## config.mk

```make
export PLATFORM = sky130hd
export DESIGN_NAME = medication_reminder
export DESIGN_NICKNAME = d
export VERILOG_FILES = /design/src/rtl/medication_reminder_pkg.sv /design/src/rtl/medication_reminder_tick_gen.sv /design/src/rtl/medication_reminder.sv
export SDC_FILE = /design/constraint.sdc
export NUM_CORES = 1
export LEC_CHECK = 0
export ABC_AREA = 1
export CAP_MARGIN = 10
export CORE_UTILIZATION = 50
export CTS_BUF_LIST = sky130_fd_sc_hd__clkbuf_2
export CTS_CLUSTER_SIZE = 24
export DETAILED_ROUTE_END_ITERATION = 10
export PLACE_DENSITY = 0.76
export SKIP_CTS_REPAIR_TIMING = 1
export SLEW_MARGIN = 20
export SYNTH_ARGS = -nofsm -noshare
export SYNTH_HDL_FRONTEND = slang
export SYNTH_SLANG_ARGS = --single-unit
```

## constraint.sdc

```tcl
create_clock -name clk -period 1.89 [get_ports clk]
set_clock_uncertainty 0.05 [all_clocks]
set_input_delay 0.378 -clock clk [delete_from_list [all_inputs] [get_ports clk]]
set_output_delay 0.378 -clock clk [all_outputs]
set_load 0.02 [all_outputs]
```

## src/rtl/medication_reminder_pkg.sv

```systemverilog
// Shared types and constants for the medication reminder tile.
package medication_reminder_pkg;

   typedef enum logic [1:0] {
      IDLE   = 2'd0,
      COUNT  = 2'd1,
      ALERT  = 2'd2,
      SNOOZE = 2'd3
   } state_t;

   localparam int UO_ALARM     = 0;
   localparam int UO_BUZZER    = 1;
   localparam int UO_COUNTING  = 2;
   localparam int UO_MISSED    = 3;
   localparam int UO_TAKEN_LSB = 4;

   localparam int UI_LOAD   = 0;
   localparam int UI_ACK    = 1;
   localparam int UI_SNOOZE = 2;
   localparam int UI_STOP   = 3;

   localparam logic [3:0] CNT_MAX = 4'hF;

   function automatic logic [3:0] sat_inc(input logic [3:0] v);
      return (v == CNT_MAX) ? v : v + 4'd1;
   endfunction

endpackage

```

## src/rtl/medication_reminder_tick_gen.sv

```systemverilog
// Prescaler: one-cycle tick every DIV enabled cycles.
import medication_reminder_pkg::*;

module rm_tick_gen #(
   parameter int DIV = 1000
) (
   input  logic clk,
   input  logic rst_n,
   input  logic en,
   input  logic clr,
   output logic tick
);

   localparam int W = (DIV > 1) ? $clog2(DIV) : 1;
   localparam logic [W-1:0] LAST = W'(DIV - 1);

   logic [W-1:0] cnt;
   logic         at_last;

   assign at_last = (cnt == LAST);
   assign tick    = en & ~clr & at_last;

   always_ff @(posedge clk or negedge rst_n) begin
      if (!rst_n) begin
         cnt <= '0;
      end else if (clr) begin
         cnt <= '0;
      end else if (en) begin
         cnt <= at_last ? '0 : cnt + 1'b1;
      end
   end

endmodule

```

## src/rtl/medication_reminder.sv

```systemverilog
// Medication dose reminder tile: countdown, alert, taken/missed logging.
// Optional snooze state enabled by defining MED_REMINDER_SNOOZE_EN.
import medication_reminder_pkg::*;

module medication_reminder #(
   parameter int TICK_DIV      = 1000,
   parameter int ALERT_TIMEOUT = 16,
   parameter int SNOOZE_TICKS  = 4
) (
   input  logic       clk,
   input  logic       rst_n,
   input  logic       ena,
   input  logic [7:0] ui_in,
   input  logic [7:0] key_in,
   input  logic [7:0] uio_in,
   output logic [7:0] uo_out,
   output logic [7:0] uio_out,
   output logic [7:0] uio_oe
);

   localparam logic [7:0] AT_LAST = 8'(ALERT_TIMEOUT - 1);

   state_t     state;
   logic [7:0] interval;
   logic [7:0] remaining;
   logic [7:0] alert_cnt;
   logic [3:0] taken_cnt;
   logic [3:0] missed_cnt;
   logic       blink;
   logic [3:0] ui_q;

   logic [3:0] rise;
   logic       stop_e;
   logic       load_e;
   logic       ack_e;
   logic       snooze_e;
   logic       tick;
   logic       tick_en;

   assign rise     = ena ? (ui_in[3:0] & ~ui_q) : 4'b0000;
   assign stop_e   = rise[UI_STOP];
   assign load_e   = rise[UI_LOAD] & (key_in != 8'd0);
   assign ack_e    = rise[UI_ACK] &
                     ((state == ALERT) | (state == SNOOZE));
   assign snooze_e = rise[UI_SNOOZE] & (state == ALERT);
   assign tick_en  = ena & (state != IDLE);

   rm_tick_gen #(
      .DIV (TICK_DIV)
   ) u_tick (
      .clk   (clk),
      .rst_n (rst_n),
      .en    (tick_en),
      .clr   (stop_e | load_e),
      .tick  (tick)
   );

`ifdef MED_REMINDER_SNOOZE_EN
   localparam logic [7:0] ST_LAST = 8'(SNOOZE_TICKS - 1);
   logic [7:0] snooze_cnt;
   logic       unused;
   assign unused = &{1'b0, ui_in[7:4], uio_in};
`else
   logic       unused;
   assign unused = &{1'b0, ui_in[7:4], uio_in, snooze_e};
`endif

   always_ff @(posedge clk or negedge rst_n) begin
      if (!rst_n) begin
         state      <= IDLE;
         interval   <= 8'd0;
         remaining  <= 8'd0;
         alert_cnt  <= 8'd0;
         taken_cnt  <= 4'd0;
         missed_cnt <= 4'd0;
         blink      <= 1'b0;
         ui_q       <= 4'd0;
`ifdef MED_REMINDER_SNOOZE_EN
         snooze_cnt <= 8'd0;
`endif
      end else if (ena) begin
         ui_q <= ui_in[3:0];
         if (stop_e) begin
            state     <= IDLE;
            remaining <= 8'd0;
         end else if (load_e) begin
            interval  <= key_in;
            remaining <= key_in;
            state     <= COUNT;
         end else if (ack_e) begin
            taken_cnt <= sat_inc(taken_cnt);
            remaining <= interval;
            state     <= COUNT;
`ifdef MED_REMINDER_SNOOZE_EN
         end else if (snooze_e) begin
            state      <= SNOOZE;
            snooze_cnt <= 8'd0;
`endif
         end else if (tick) begin
            unique case (state)
               COUNT: begin
                  if (remaining == 8'd1) begin
                     state     <= ALERT;
                     remaining <= 8'd0;
                     alert_cnt <= 8'd0;
                  end else begin
                     remaining <= remaining - 8'd1;
                  end
               end
               ALERT: begin
                  blink     <= ~blink;
                  alert_cnt <= alert_cnt + 8'd1;
                  // timeout logs a miss and rearms the countdown
                  if (alert_cnt == AT_LAST) begin
                     missed_cnt <= sat_inc(missed_cnt);
                     remaining  <= interval;
                     state      <= COUNT;
                  end
               end
`ifdef MED_REMINDER_SNOOZE_EN
               SNOOZE: begin
                  snooze_cnt <= snooze_cnt + 8'd1;
                  if (snooze_cnt == ST_LAST) begin
                     state     <= ALERT;
                     alert_cnt <= 8'd0;
                  end
               end
`endif
               default: begin
               end
            endcase
         end
      end
   end

   always_comb begin
      uo_out                 = 8'h00;
      uo_out[UO_ALARM]       = (state == ALERT);
      uo_out[UO_BUZZER]      = (state == ALERT) & blink;
      uo_out[UO_COUNTING]    = (state == COUNT);
      uo_out[UO_MISSED]      = (missed_cnt != 4'd0);
      uo_out[UO_TAKEN_LSB+:4] = taken_cnt;
   end

   assign uio_out = remaining;
   assign uio_oe  = 8'hFF;

endmodule

```

==> qor.csv, run 1 <==
metric,value,unit
Least-Margin Pin Slew,565,ps
RePlAce Congestion,0.882,
final clock period utilization by the worst path,0.959,
"EDFF count, synth",0,
Synth async-reset ratio,1.00,
top_reg_cell synth,dfrtp_1,
Vias,2799,
logic gate share of total power,0.550,
Final setup viols,0,
Rows,28,
switching share of total power,0.435,
sw power,1.79,mW
worst r2r src,uio_out[1],
max-cap violations,0,
global-route wire length before repair,11.5,mm
final wirelength,7.08,mm
die area,6400,um2
# H-tree levels,2,
CTS tree,done,
Mapped Area,3040,um2
Max VDD drop,0.778,mV
RSZ-0062 raised after global routing,true,
boundary pin count,51,
DRC Markers,0,
Reg-to-Reg End,alert_cnt[4],
R2R cell count,11,
Post-DP Area,3660,um2
IO buf count,29,
fin area,3950,um2
yosys warns,0,
Fill cells,489,
first-iteration detailed-routing DRC count,113,
leakage,2.06,nW
status,completed,
largest area contributor in the synthesized netlist,dfrtp_1,
DRT Pass-1 Iters,5,
Initial Util,0.517,
final hold violations,0,
count of cell types in the netlist,39,
Routed Antenna Nets,0,
"Data arrival, critical path",2130,ps
Synth area leaders,"dfrtp_1 40%, nand2_1 12%, nor2_1 5.9%",
sequential area share after synthesis,0.395,
largest net degree at the start of global routing,29,
clock share of power,0.101,
clock-pin slew on the worst setup and hold paths,260,ps
Die H,80.0,um
drt wl/cell,13.0,um
Pwr Density,1040,nW/um2
clk sinks,48,
f_max,0.552,GHz
mean post-synth cell area,7.78,um2
area of the multi-input gates,1700,um2
number of buffers created by CTS,5,
Final Max Tran Viols,0,
worst min path class,input port to asynchronous set/reset pin,
dpl ws,-337,ps
cells after synthesis,391,
antenna cells,0,
via/cell ratio,5.15,
Final HPWL DP,5.14,mm
internal cell power,2.32,mW
worst setup margin,78.2,ps
"count leader, synth",nand2_1,
crit-path max FO,5,
GRT overflow,0,
Setup crit end kind,register,
Longest Clk Path Bufs,2,
Die Span X,80.0,um
CTS Root Cell,clkbuf_2,
Core Area,5890,um2
later-pin clock latency in the skew report,440,ps
class of the most critical setup path,register to register,
post-synth top area share,0.395,
Reg area,1200,um2
Final Net Count,506,
initial antenna violation count,0,
number of global-route vias before repair,2667,
fin crit period,1810,ps
"top cells by count, synth","96 x nand2_1, 48 x dfrtp_1, 48 x nor2_1",
Area Growth Syn to Fin,29.9,%
Critical Path RT,2210,ps
#FFs+latches synth,48,
crit start category,register,
Seq pwr share,0.349,
share of layout cells above drive strength 1,0.254,
Rel. slew slack,0.624,
reg-to-reg setup timing slack,80,ps
GRT Total Usage,0.233,
-- how the worst max path moves through the flow --
stage                    start           end  slack [ps]  cells past startpoint
floorplan           uio_out[1]  alert_cnt[5]          90                     12
global placement     key_in[7]   interval[4]        -300                      6
detailed placement   key_in[5]   interval[4]        -340                      6
CTS                   state[0]     uo_out[1]        -510                      5
global route        uio_out[1]  alert_cnt[4]         -40                     11
finish              uio_out[1]  alert_cnt[4]          80                     11
-- layout make-up --
| cell class | count | share of cell area |
|---|---|---|
| Clock buffer | 5 | 0.00634 |
| Tap cell | 75 | 0.0238 |
| Clock inverter | 3 | 0.00349 |
| Timing Repair Buffer | 79 | 0.188 |
| Sequential cell | 48 | 0.305 |
| Inverter | 45 | 0.0428 |
| Multi-Input combinational cell | 289 | 0.431 |
-- state kept, by name (all words and copies together), names as in the netlist --
register    cells
state           2
interval        8
missed_cnt      4
alert_cnt       8
blink           1
u_tick.cnt     10
taken_cnt       4
uio_out         8
ui_q            3
-- worst max-delay path, stage by stage, from the launching register on --
cell,delay (ps)
dfrtp_1,450
inv_2,90
ha_4,120
inv_2,40
nor3_4,180
nand2_2,100
nand2_1,60
o21ai_1,60
nor2_1,140
nand2_2,140
clkbuf_16,190
o21ai_2,120
-- metal layers --
layer / track usage / share of wire / vias to the layer above
li1: - / - / 1392
met1: 0.282 / 0.44 / 1325
met2: 0.407 / 0.50 / 64
met3: 0.0411 / 0.038 / 18
met4: 0.0982 / 0.025 / 0
met5: 0 / 0 / -
-- power by group through the flow --
stage	combinational [mW]	clock (mW)	sequential (mW)
6_report	2.26	0.416	1.43
3_3_place_gp	1.98	0	1.43
3_5_place_dp	2.02	0	1.44
5_1_grt	2.50	0.473	1.46
4_1_cts	2.04	0.428	1.42
2_1_floorplan	1.15	0	1.53
-- metrics by stage --
step / TNS, ps / utilization / power (mW) / hold WS [ps] / std cells
CTS: -2410 / 0.629 / 3.89 / -177 / 531
finish: 0 / 0.671 / 4.11 / 356 / 544
floorplan: 0 / - / 2.68 / 32.4 / 398
global placement: -9460 / 0.622 / 3.40 / 340 / 523
detailed placement: -10890 / 0.622 / 3.47 / 341 / 523
global route: -245 / 0.671 / 4.44 / 381 / 544
-- layout by cell type, fill, tap and decap left out, types with 5 or more instances in the layout --
cell type / Yosys / routed
o21ai_2: 5 / 6
nand2_2: 1 / 8
inv_2: 2 / 7
o22ai_1: 5 / 5
buf_4: 12 / 45
conb_1: 1 / 8
nor2_1: 48 / 43
nand3_1: 28 / 28
a21oi_1: 7 / 6
xor2_1: 15 / 15
dlymetal6s2s_1: 0 / 12
clkdlybuf4s50_1: 0 / 12
ha_1: 11 / 7
mux2_2: 8 / 8
dfrtp_1: 48 / 45
nand2_1: 96 / 88
o21ai_1: 7 / 7
inv_1: 43 / 38
o21ai_0: 18 / 17
clkbuf_2: 0 / 5
nand4_1: 5 / 5
nor2_2: 2 / 7
-- kinds of logic after synthesis --
group                    count (synthesis)  synth area share
AO/OA/AOI/OAI                           48             0.102
flip-flops                              48             0.395
AND/OR/NAND/NOR                        196             0.282
buffers and inverters                   61            0.0934
adder cells (fa/ha/maj)                 11            0.0453
XOR/XNOR                                18            0.0519
other                                    1           0.00123
multiplexers                             8            0.0296
(Power assumes the default switching activity.)
==> run 2, diff against run 1 <==
--- a/config.mk
+++ b/config.mk
@@ -13,6 +13,7 @@
 export DETAILED_ROUTE_END_ITERATION = 10
 export PLACE_DENSITY = 0.76
 export SKIP_CTS_REPAIR_TIMING = 1
+export SKIP_LAST_GASP = 1
 export SLEW_MARGIN = 20
 export SYNTH_ARGS = -nofsm -noshare
 export SYNTH_HDL_FRONTEND = slang
==> qor.csv, run 2 (synthesized netlist as in run 1, its figures left out) <==
metric,value,unit
status,completed,
via/cell ratio,5.14,
Die H,80.0,um
IO buf count,29,
Rows,28,
share of layout cells above drive strength 1,0.247,
class of the most critical setup path,register to output pin,
Largest register FFs,10,
Die Span X,80.0,um
"commonest non-fill, non-tap cell in the layout",nand2_1,
highest-count cells in the layout ignoring fill and taps,"90 x nand2_1, 45 x dfrtp_1, 45 x buf_4",
Setup crit end kind,output pin,
worst min path class,input port to asynchronous set/reset pin,
initial antenna violation count,0,
GRT overflow,0,
Initial Util,0.517,
TNS Setup,0,ps
Longest Clk Path Bufs,2,
crit-path max FO,5,
Vias,2795,
crit start category,register,
Core Area,5890,um2
Final HPWL DP,5.14,mm
Pwr Density,1050,nW/um2
final hold violations,0,
Rel. slew slack,0.627,
CTS tree,done,
f_max,0.538,GHz
RSZ-0062 raised after global routing,true,
dpl ws,-337,ps
clock-pin slew on the worst setup and hold paths,260,ps
worst setup margin,32.2,ps
GR Layer Usage met2,0.407,
number of buffers created by CTS,5,
clk sinks,48,
Biggest register,u_tick.cnt,
max-cap violations,0,
boundary pin count,51,
Final setup viols,0,
first-iteration detailed-routing DRC count,131,
Routed Antenna Nets,0,
global-route wire length before repair,11.5,mm
Final Max Tran Viols,0,
final wirelength,7.12,mm
drt wl/cell,13.1,um
met3 GRT Util,0.0411,
fin crit period,1860,ps
GRT busiest layer,met2,
# H-tree levels,2,
later-pin clock latency in the skew report,440,ps
leakage,2.06,nW
RePlAce Congestion,0.882,
GRT Total Usage,0.233,
die area,6400,um2
global routing usage on met1,0.282,
Final Core Density,0.668,
Critical Path RT,1460,ps
CTS Root Cell,clkbuf_2,
"Data arrival, critical path",1430,ps
largest net degree at the start of global routing,29,
Area Growth Syn to Fin,29.3,%
final clock period utilization by the worst path,0.983,
Final Net Count,506,
Fill cells,493,
antenna cells,0,
fin area,3930,um2
DRT Pass-1 Iters,5,
Least-Margin Pin Slew,559,ps
Max VDD drop,0.778,mV
number of global-route vias before repair,2667,
DRC Markers,0,
Post-DP Area,3660,um2
-- run 2: changes by cell type in the layout (fill, tap and decap cells not counted) --
cell	before	now
nand2_1	88	90
nand2_2	8	6
buf_6	2	1
clkbuf_2	5	6
inv_1	38	39
inv_2	7	6
nor3_2	0	1
nor3_4	2	1
-- run 2: worst max-delay path, stage by stage (launching register included) --
cell and delay (ps):
dfrtp_1 470, inv_2 100, ha_4 180, nand2_1 60, inv_1 50, clkbuf_2 150
-- run 2: power breakdown --
| group | total [mW] | leakage, nW | internal (mW) | switching [mW] |
|---|---|---|---|---|
| clock network | 0.416 | 0.0302 | 0.0830 | 0.333 |
| registers | 1.43 | 0.608 | 1.24 | 0.192 |
| logic | 2.26 | 1.42 | 0.997 | 1.26 |
| total | 4.11 | 2.06 | 2.32 | 1.79 |
-- run 2: metrics by stage --
| stage | hold WS [ps] | total power, mW | cells |
|---|---|---|---|
| final | 355 | 4.11 | 544 |
| after global routing | 381 | 4.43 | 544 |
| after CTS | -177 | 3.89 | 531 |
| after detailed placement | 341 | 3.47 | 523 |
| after global placement | 340 | 3.40 | 523 |
| after floorplan | 32.4 | 2.68 | 398 |
-- run 2: layer usage --
metal | vias to the layer above | share of wire
met2 | 66 | 0.50
met4 | 0 | 0.021
met3 | 13 | 0.033
li1 | 1392 | -
met5 | - | 0
met1 | 1324 | 0.44
-- run 2: path summary, 6_finish.rpt --
| check | startpoint | to | slack (ps) | cells past startpoint |
|---|---|---|---|---|
| worst min register to register | blink | blink | 450 | 1 |
| max in group asynchronous | rst_n | taken_cnt[2] | 870 | 3 |
| min in group clk | blink | blink | 450 | 1 |
| worst max register to register | state[0] | taken_cnt[3] | 70 | 10 |
| worst max-delay path | state[0] | uo_out[1] | 30 | 5 |
| worst min-delay path | rst_n | interval[2] | 350 | 2 |
-- run 2: final cells by class --
class,instances,area (um2),area share
repair buffers,79,734,0.187
clock buffers,5,25.0,0.00637
multi-input cells,289,1690,0.430
well taps,75,93.8,0.0239
inverters,45,169,0.0430
clock inverters,3,13.8,0.00350
flip-flops and latches,48,1200,0.306
